`src/rtl/div_scheduler_pkg.sv`:
```
// Shared types and constants for the divider scheduler slice.
package div_sched_pkg;
   localparam int DIV_W = 10;

   typedef enum logic [1:0] {
      IDLE   = 2'd0,
      LAUNCH = 2'd1,
      WAIT   = 2'd2,
      RESP   = 2'd3
   } state_t;

   // Index width for n items, never narrower than one bit.
   function automatic int clog2(input int n);
      int r;
      r = 0;
      for (int i = 0; i < 31; i++) begin
         if ((1 << i) < n) r = i + 1;
      end
      return (r < 1) ? 1 : r;
   endfunction
endpackage

```
`src/rtl/div_scheduler_if.sv`:
```
// Scheduler-to-divider bus; master = scheduler, slave = divider.
interface div_scheduler_if
   import div_sched_pkg::*;
#(
   parameter int W = DIV_W
);
   // Handshake: div_start is a one-cycle launch pulse issued only while div_busy is low;
   // div_a/div_b stay stable until the op ends with a one-cycle div_valid, div_dvz or div_ovf.
   logic         div_start;
   logic         div_sclr;
   logic [W-1:0] div_a;
   logic [W-1:0] div_b;
   logic         div_busy;
   logic         div_valid;
   logic         div_dvz;
   logic         div_ovf;
   logic [W-1:0] div_q;

   modport master (
      output div_start, div_sclr, div_a, div_b,
      input  div_busy, div_valid, div_dvz, div_ovf, div_q
   );

   modport slave (
      input  div_start, div_sclr, div_a, div_b,
      output div_busy, div_valid, div_dvz, div_ovf, div_q
   );
endinterface

```
`src/rtl/div_scheduler_rr_arbiter.sv`:
```
// Combinational round-robin pick: first set request at or after rr_ptr, wrapping.
module rr_arbiter #(
   parameter int N  = 4,
   parameter int IW = 2
) (
   input  logic [N-1:0]  req,
   input  logic [IW-1:0] rr_ptr,
   output logic [N-1:0]  gnt,
   output logic [IW-1:0] idx
);
   logic          hit_hi;
   logic          hit_lo;
   logic [IW-1:0] idx_hi;
   logic [IW-1:0] idx_lo;

   // Descending scan leaves the lowest index in each half: at/after the pointer, and before it.
   always_comb begin
      hit_hi = 1'b0;
      hit_lo = 1'b0;
      idx_hi = '0;
      idx_lo = '0;
      for (int i = N - 1; i >= 0; i--) begin
         if (req[i]) begin
            if (i >= int'(rr_ptr)) begin
               hit_hi = 1'b1;
               idx_hi = IW'(i);
            end else begin
               hit_lo = 1'b1;
               idx_lo = IW'(i);
            end
         end
      end
      idx = hit_hi ? idx_hi : idx_lo;
      gnt = '0;
      if (hit_hi || hit_lo) gnt[idx] = 1'b1;
   end
endmodule

```
`src/rtl/div_scheduler.sv`:
```
// Shares one divider among N_REQ requesters, round-robin, one op at a time.
// Optional watchdog abort enabled by defining DIV_SCHED_TIMEOUT_EN.
module div_scheduler
   import div_sched_pkg::*;
#(
   parameter int  N_REQ   = 4,
   parameter int  W       = DIV_W,
   parameter int  TIMEOUT = 255,
   localparam int IW      = clog2(N_REQ)
) (
   input  logic               clk,
   input  logic               rst_n,
   input  logic [N_REQ-1:0]   req,
   input  logic [N_REQ*W-1:0] req_a,
   input  logic [N_REQ*W-1:0] req_b,
   output logic [N_REQ-1:0]   gnt,
   output logic               rsp_valid,
   output logic [IW-1:0]      rsp_id,
   output logic [W-1:0]       rsp_q,
   output logic               rsp_dvz,
   output logic               rsp_ovf,
   output logic               rsp_err,
   div_scheduler_if.master    div,
   output state_t             state_dbg
);
   if (N_REQ < 2 || N_REQ > 8 || TIMEOUT < 1) begin : g_bad_param
      $error("div_scheduler: N_REQ must be 2..8 and TIMEOUT at least 1");
   end

   state_t         state;
   logic [IW-1:0]  rr_ptr;
   logic [IW-1:0]  id;
   logic [W-1:0]   q_r;
   logic           dvz_r;
   logic           ovf_r;
   logic [N_REQ-1:0] arb_gnt;
   logic [IW-1:0]  arb_idx;

   rr_arbiter #(.N(N_REQ), .IW(IW)) u_arb (
      .req    (req),
      .rr_ptr (rr_ptr),
      .gnt    (arb_gnt),
      .idx    (arb_idx)
   );

   assign state_dbg = state;

`ifdef DIV_SCHED_TIMEOUT_EN
   localparam int CW = clog2(TIMEOUT + 1);
   logic [CW-1:0] wd_cnt;
   logic          err_r;
`else
   assign rsp_err      = 1'b0;
   assign div.div_sclr = 1'b0;
`endif

   always_ff @(posedge clk or negedge rst_n) begin
      if (!rst_n) begin
         state         <= IDLE;
         rr_ptr        <= '0;
         id            <= '0;
         q_r           <= '0;
         dvz_r         <= 1'b0;
         ovf_r         <= 1'b0;
         gnt           <= '0;
         rsp_valid     <= 1'b0;
         rsp_id        <= '0;
         rsp_q         <= '0;
         rsp_dvz       <= 1'b0;
         rsp_ovf       <= 1'b0;
         div.div_start <= 1'b0;
         div.div_a     <= '0;
         div.div_b     <= '0;
`ifdef DIV_SCHED_TIMEOUT_EN
         wd_cnt        <= '0;
         err_r         <= 1'b0;
         rsp_err       <= 1'b0;
         div.div_sclr  <= 1'b0;
`endif
      end else begin
         gnt           <= '0;
         rsp_valid     <= 1'b0;
         div.div_start <= 1'b0;
`ifdef DIV_SCHED_TIMEOUT_EN
         div.div_sclr  <= 1'b0;
`endif
         case (state)
            IDLE: begin
               if (|req) begin
                  gnt       <= arb_gnt;
                  id        <= arb_idx;
                  div.div_a <= req_a[arb_idx*W +: W];
                  div.div_b <= req_b[arb_idx*W +: W];
                  state     <= LAUNCH;
               end
            end
            LAUNCH: begin
               if (!div.div_busy) begin
                  div.div_start <= 1'b1;
                  state         <= WAIT;
`ifdef DIV_SCHED_TIMEOUT_EN
                  wd_cnt        <= '0;
`endif
               end
            end
            WAIT: begin
               // Exception flags end the op too; the quotient is meaningless then.
               if (div.div_valid || div.div_dvz || div.div_ovf) begin
                  q_r   <= (div.div_dvz || div.div_ovf) ? '0 : div.div_q;
                  dvz_r <= div.div_dvz;
                  ovf_r <= div.div_ovf;
                  state <= RESP;
`ifdef DIV_SCHED_TIMEOUT_EN
                  err_r <= 1'b0;
               end else if (wd_cnt == CW'(TIMEOUT - 1)) begin
                  div.div_sclr <= 1'b1;
                  q_r          <= '0;
                  dvz_r        <= 1'b0;
                  ovf_r        <= 1'b0;
                  err_r        <= 1'b1;
                  state        <= RESP;
               end else begin
                  wd_cnt <= wd_cnt + 1'b1;
`endif
               end
            end
            RESP: begin
               rsp_valid <= 1'b1;
               rsp_id    <= id;
               rsp_q     <= q_r;
               rsp_dvz   <= dvz_r;
               rsp_ovf   <= ovf_r;
`ifdef DIV_SCHED_TIMEOUT_EN
               rsp_err   <= err_r;
`endif
               rr_ptr    <= (id == IW'(N_REQ - 1)) ? '0 : id + 1'b1;
               state     <= IDLE;
            end
            default: state <= IDLE;
         endcase
      end
   end
endmodule

```
`src/flat_wrapper.sv`:
```
// flat-port wrapper written by rule: the top's interface ports become plain ports
module div_scheduler_flat import div_sched_pkg::*;
#(
   parameter int  N_REQ   = 4,
   parameter int  W       = DIV_W,
   parameter int  TIMEOUT = 255,
   localparam int IW      = clog2(N_REQ)
)
  (clk, rst_n, req, req_a, req_b, gnt, rsp_valid, rsp_id, rsp_q, rsp_dvz, rsp_ovf, rsp_err, state_dbg, div_div_start, div_div_sclr, div_div_a, div_div_b, div_div_busy, div_div_valid, div_div_dvz, div_div_ovf, div_div_q);
  div_scheduler_if #(.W(W)) div_i ();
  input  logic clk;
  input  logic rst_n;
  input  logic [N_REQ-1:0] req;
  input  logic [N_REQ*W-1:0] req_a;
  input  logic [N_REQ*W-1:0] req_b;
  output logic [N_REQ-1:0] gnt;
  output logic rsp_valid;
  output logic [IW-1:0] rsp_id;
  output logic [W-1:0] rsp_q;
  output logic rsp_dvz;
  output logic rsp_ovf;
  output logic rsp_err;
  output state_t state_dbg;
  output wire logic [$bits(div_i.div_start)-1:0] div_div_start;
  output wire logic [$bits(div_i.div_sclr)-1:0] div_div_sclr;
  output wire logic [$bits(div_i.div_a)-1:0] div_div_a;
  output wire logic [$bits(div_i.div_b)-1:0] div_div_b;
  input wire logic [$bits(div_i.div_busy)-1:0] div_div_busy;
  input wire logic [$bits(div_i.div_valid)-1:0] div_div_valid;
  input wire logic [$bits(div_i.div_dvz)-1:0] div_div_dvz;
  input wire logic [$bits(div_i.div_ovf)-1:0] div_div_ovf;
  input wire logic [$bits(div_i.div_q)-1:0] div_div_q;
  assign div_div_start = div_i.div_start;
  assign div_div_sclr = div_i.div_sclr;
  assign div_div_a = div_i.div_a;
  assign div_div_b = div_i.div_b;
  assign div_i.div_busy = div_div_busy;
  assign div_i.div_valid = div_div_valid;
  assign div_i.div_dvz = div_div_dvz;
  assign div_i.div_ovf = div_div_ovf;
  assign div_i.div_q = div_div_q;
  div_scheduler #(.N_REQ(N_REQ), .W(W), .TIMEOUT(TIMEOUT)) u_core (.clk(clk), .rst_n(rst_n), .req(req), .req_a(req_a), .req_b(req_b), .gnt(gnt), .rsp_valid(rsp_valid), .rsp_id(rsp_id), .rsp_q(rsp_q), .rsp_dvz(rsp_dvz), .rsp_ovf(rsp_ovf), .rsp_err(rsp_err), .div(div_i), .state_dbg(state_dbg));
endmodule
```
`config.mk`:
```
export PLATFORM = sky130hd
export DESIGN_NAME = div_scheduler_flat
export DESIGN_NICKNAME = d
export VERILOG_FILES = /design/src/rtl/div_scheduler_pkg.sv /design/src/rtl/div_scheduler_if.sv /design/src/rtl/div_scheduler_rr_arbiter.sv /design/src/rtl/div_scheduler.sv /design/src/flat_wrapper.sv
export SDC_FILE = /design/constraint.sdc
export NUM_CORES = 1
export LEC_CHECK = 0
export ABC_AREA = 0
export CORE_UTILIZATION = 40
export CTS_CLUSTER_DIAMETER = 100
export DETAILED_ROUTE_END_ITERATION = 10
export MAX_ROUTING_LAYER = met4
export PLACE_DENSITY = 0.8
export SYNTH_ARGS = -nofsm -noshare
export SYNTH_HDL_FRONTEND = slang
export SYNTH_SLANG_ARGS = --single-unit
```
`constraint.sdc`:
```
create_clock -name clk -period 1.7 [get_ports clk]
set_input_delay 0.17 -clock clk [delete_from_list [all_inputs] [get_ports clk]]
set_output_delay 0.17 -clock clk [all_outputs]
set_load 0.02 [all_outputs]
```
==> reports/metrics.cfg, run 1 <==
[critical_path]
crit_path_start = u_core.rr_ptr[0]
crit_family = compound AO/OA/AOI/OAI gates
r2r-start = u_core.rr_ptr[0]
r2r_cells = 7
cp.depth = 7
crit_top_cell = buf_12
cp_slowest_stage_delay_ps = 390
critPathKind = reg -> reg
cp.arrival_ps = 1840
critPathSlowestCell = dfrtp_1
critical_path.max_fanout = 17
critPathCaptureType = register
worst-path-buf-inv = 3
crit_chain = inv_1, a21boi_1, o211ai_4, buf_12, buf_12, mux2i_1, o221ai_1
critPathRequiredTime_ps = 1910
critPathLaunchType = register

[cts]
clk_latency_ps = 340
clk_pin_slew_ps = 70
cts.sinks = 58
htree_levels = 3
cts_buffer_depth = 2
cts-root-buf = clkbuf_8
cts_tree = done
cts_made_buffers = 9

[job]
drv_cap = 0

[timing]
hold_viol = 0
fin_skew_ps = 4.34
fin_setup_tns_ps = 0
fin_hold_ws_ps = 319
fmax_ghz = 0.610
fin_crit_sh = 0.964
min_period_ps = 1640
setup_viol = 0
worst_slack_ps = 61.9
drv_slew = 0

[final_layout]
design_area_sq_mm = 0.00479
final_core_util = 0.697
fillers = 543
num_antenna_cells = 0
area_delta_synth_final_pct = 66.5
final_cells = 514
final_layout_size_suffix_gt1_frac = 0.163
layout.nets = 518

[detailed_routing]
viasPerCell = 5.04
routed_wl_mm = 8.78
vias = 2590
post-route-drc-count = 0
avgRoutedWirePerCell_um = 17.1
drt_iter0_markers = 96
first_pass_iters = 4
ant_nets = 0

[power_and_ir_drop]
power.total_mw = 7.94
peakVddDrop_mv = 0.957
power_leakage_nw = 2.18
p_per_area_mw_per_mm2 = 1660

[logic_synthesis]
synth_edf_count = 0
ys.flop_type = dfrtp_1
synth_area_per_cell_sq_um = 11.5
yosys_warnings = 0
async_flop_share = 1.00
ys_ff_latch = 58
yosysSeqAreaShare = 0.505
ys_types = 35
synth_area_sq_mm = 0.00288
synthCells = 251

[place]
port_buffers = 141
dpl_cell_area_sq_mm = 0.00451
place_hpwl_mm = 6.39
gp_congestion = 0.845
pre_cts_slack_ps = -312
dpl.cell_count = 493

[floorplanning]
start_util = 0.419
io_pins = 144
dieWidth_um = 86.8
dieArea_sq_mm = 0.00753
die_h_um = 86.8
core_area_sq_mm = 0.00687
rows = 30

[global_routing]
grt_pass1_wl_mm = 13.1
antenna_found_initial = 0
first_global_vias = 2600
track_usage = 0.240
grt_overflow = 0
grt_max_degree = 28

[run_status]
status = complete, no violations

[worst_hold_path]
hold_path_class = in -> async

-- state kept, by name, indices dropped and copies added, names as in the netlist, 2 cells and up --
name	flops
u_core.rr_ptr	2
u_core.gnt	4
u_core.state_dbg	2
u_core.q_r	10
u_core.id	2
u_core.rsp_id	2
u_core.div.div_b	10
u_core.div.div_a	10
u_core.rsp_q	10
-- kinds of logic (layout without fill, tap and decap cells) --
| kind of cell | count (synthesis) | count (layout) | share of synthesized area |
|---|---|---|---|
| AO/OA/AOI/OAI | 44 | 44 | 0.117 |
| adder cells (fa/ha/maj) | 5 | 5 | 0.0218 |
| buffers and inverters | 21 | 187 | 0.0570 |
| flip-flops | 58 | 58 | 0.505 |
| multiplexers | 55 | 55 | 0.198 |
| other | 1 | 2 | 0.00130 |
| AND/OR/NAND/NOR | 67 | 67 | 0.0997 |
-- power breakdown --
part,internal [mW],switching (mW),total [mW]
logic,2.31,2.13,4.44
clock network,0.521,0.584,1.10
registers,2.03,0.370,2.40
-- worst register-to-register path: stages (launching register included) --
cell      delay, ps
dfrtp_1         390
inv_1            90
a21boi_1        100
o211ai_4        190
buf_12          160
buf_12          180
mux2i_1         260
o221ai_1        140
-- layer usage --
| layer | share of wire | vias up | wire length [um] | GRT usage |
|---|---|---|---|---|
| li1 | - | 1230 | - | - |
| met3 | 0.027 | 18 | 237 | 0.0362 |
| met1 | 0.44 | 1274 | 3850 | 0.296 |
| met2 | 0.51 | 68 | 4490 | 0.384 |
| met4 | 0.023 | 0 | 199 | 0.121 |
| met5 | 0 | - | 0 | - |
-- path summary, 6_finish.rpt --
check | slack (ps) | endpoint
min in group clk | 360 | u_core.q_r[7]
max in group asynchronous | 810 | u_core.gnt[3]
worst min register to register | 480 | u_core.dvz_r
worst max register to register | 60 | u_core.div.div_b[0]
worst max-delay path | 60 | u_core.div.div_b[0]
worst min-delay path | 320 | u_core.div.div_b[1]
-- synth_stat cells (2+ instances only) --
master | count | area (sq um)
a21oi_1 | 2 | 10.0
and3_1 | 2 | 12.5
buf_12 | 3 | 60.1
buf_2 | 8 | 40.0
buf_4 | 2 | 15.0
clkbuf_1 | 3 | 11.3
dfrtp_1 | 58 | 1450
ha_1 | 5 | 62.6
inv_1 | 3 | 11.3
mux2_2 | 15 | 169
mux2i_1 | 40 | 400
nand2_1 | 50 | 188
nand2b_1 | 2 | 12.5
nor2_1 | 4 | 15.0
nor2b_1 | 3 | 18.8
nor3_1 | 2 | 10.0
o21ai_0 | 5 | 25.0
o21ai_1 | 8 | 40.0
o221ai_1 | 20 | 175
-- placed cells by master, fill, tap and decap left out, types with 3 or more instances in the layout --
cell,instances
mux2i_1,39
dfrtp_1,57
o21ai_0,5
clkdlybuf4s50_1,138
ha_1,5
nor2_1,4
buf_12,7
o221ai_1,20
clkinvlp_4,3
buf_4,16
clkinv_2,3
o21ai_1,8
inv_1,3
clkbuf_8,9
mux2_2,15
nand2_1,50
-- cell type report --
cell class	count	area, sq um	share of cell area
clock buffers	9	124	0.0259
multi-input cells	173	1290	0.270
repair buffers	168	1740	0.364
well taps	96	120	0.0251
flip-flops and latches	58	1450	0.303
clock inverters	7	46.3	0.00967
inverters	3	11.3	0.00235
-- what timing repair did --
action / CTS / global route
setup endpoints to repair: 0 / 18
endpoints found under the hold margin: 19 / 0
resized for setup: 0 / 6
hold buffers: 1 / 0
buffers inserted: 0 / 1
Power figures use the tool's default switching activity.
==> inputs of run 2 (changes only) <==
SKIP_LAST_GASP = 1   (was default)
==> results of run 2 <==
No change in the layout: final DEF, timing and power equal those of run 1.
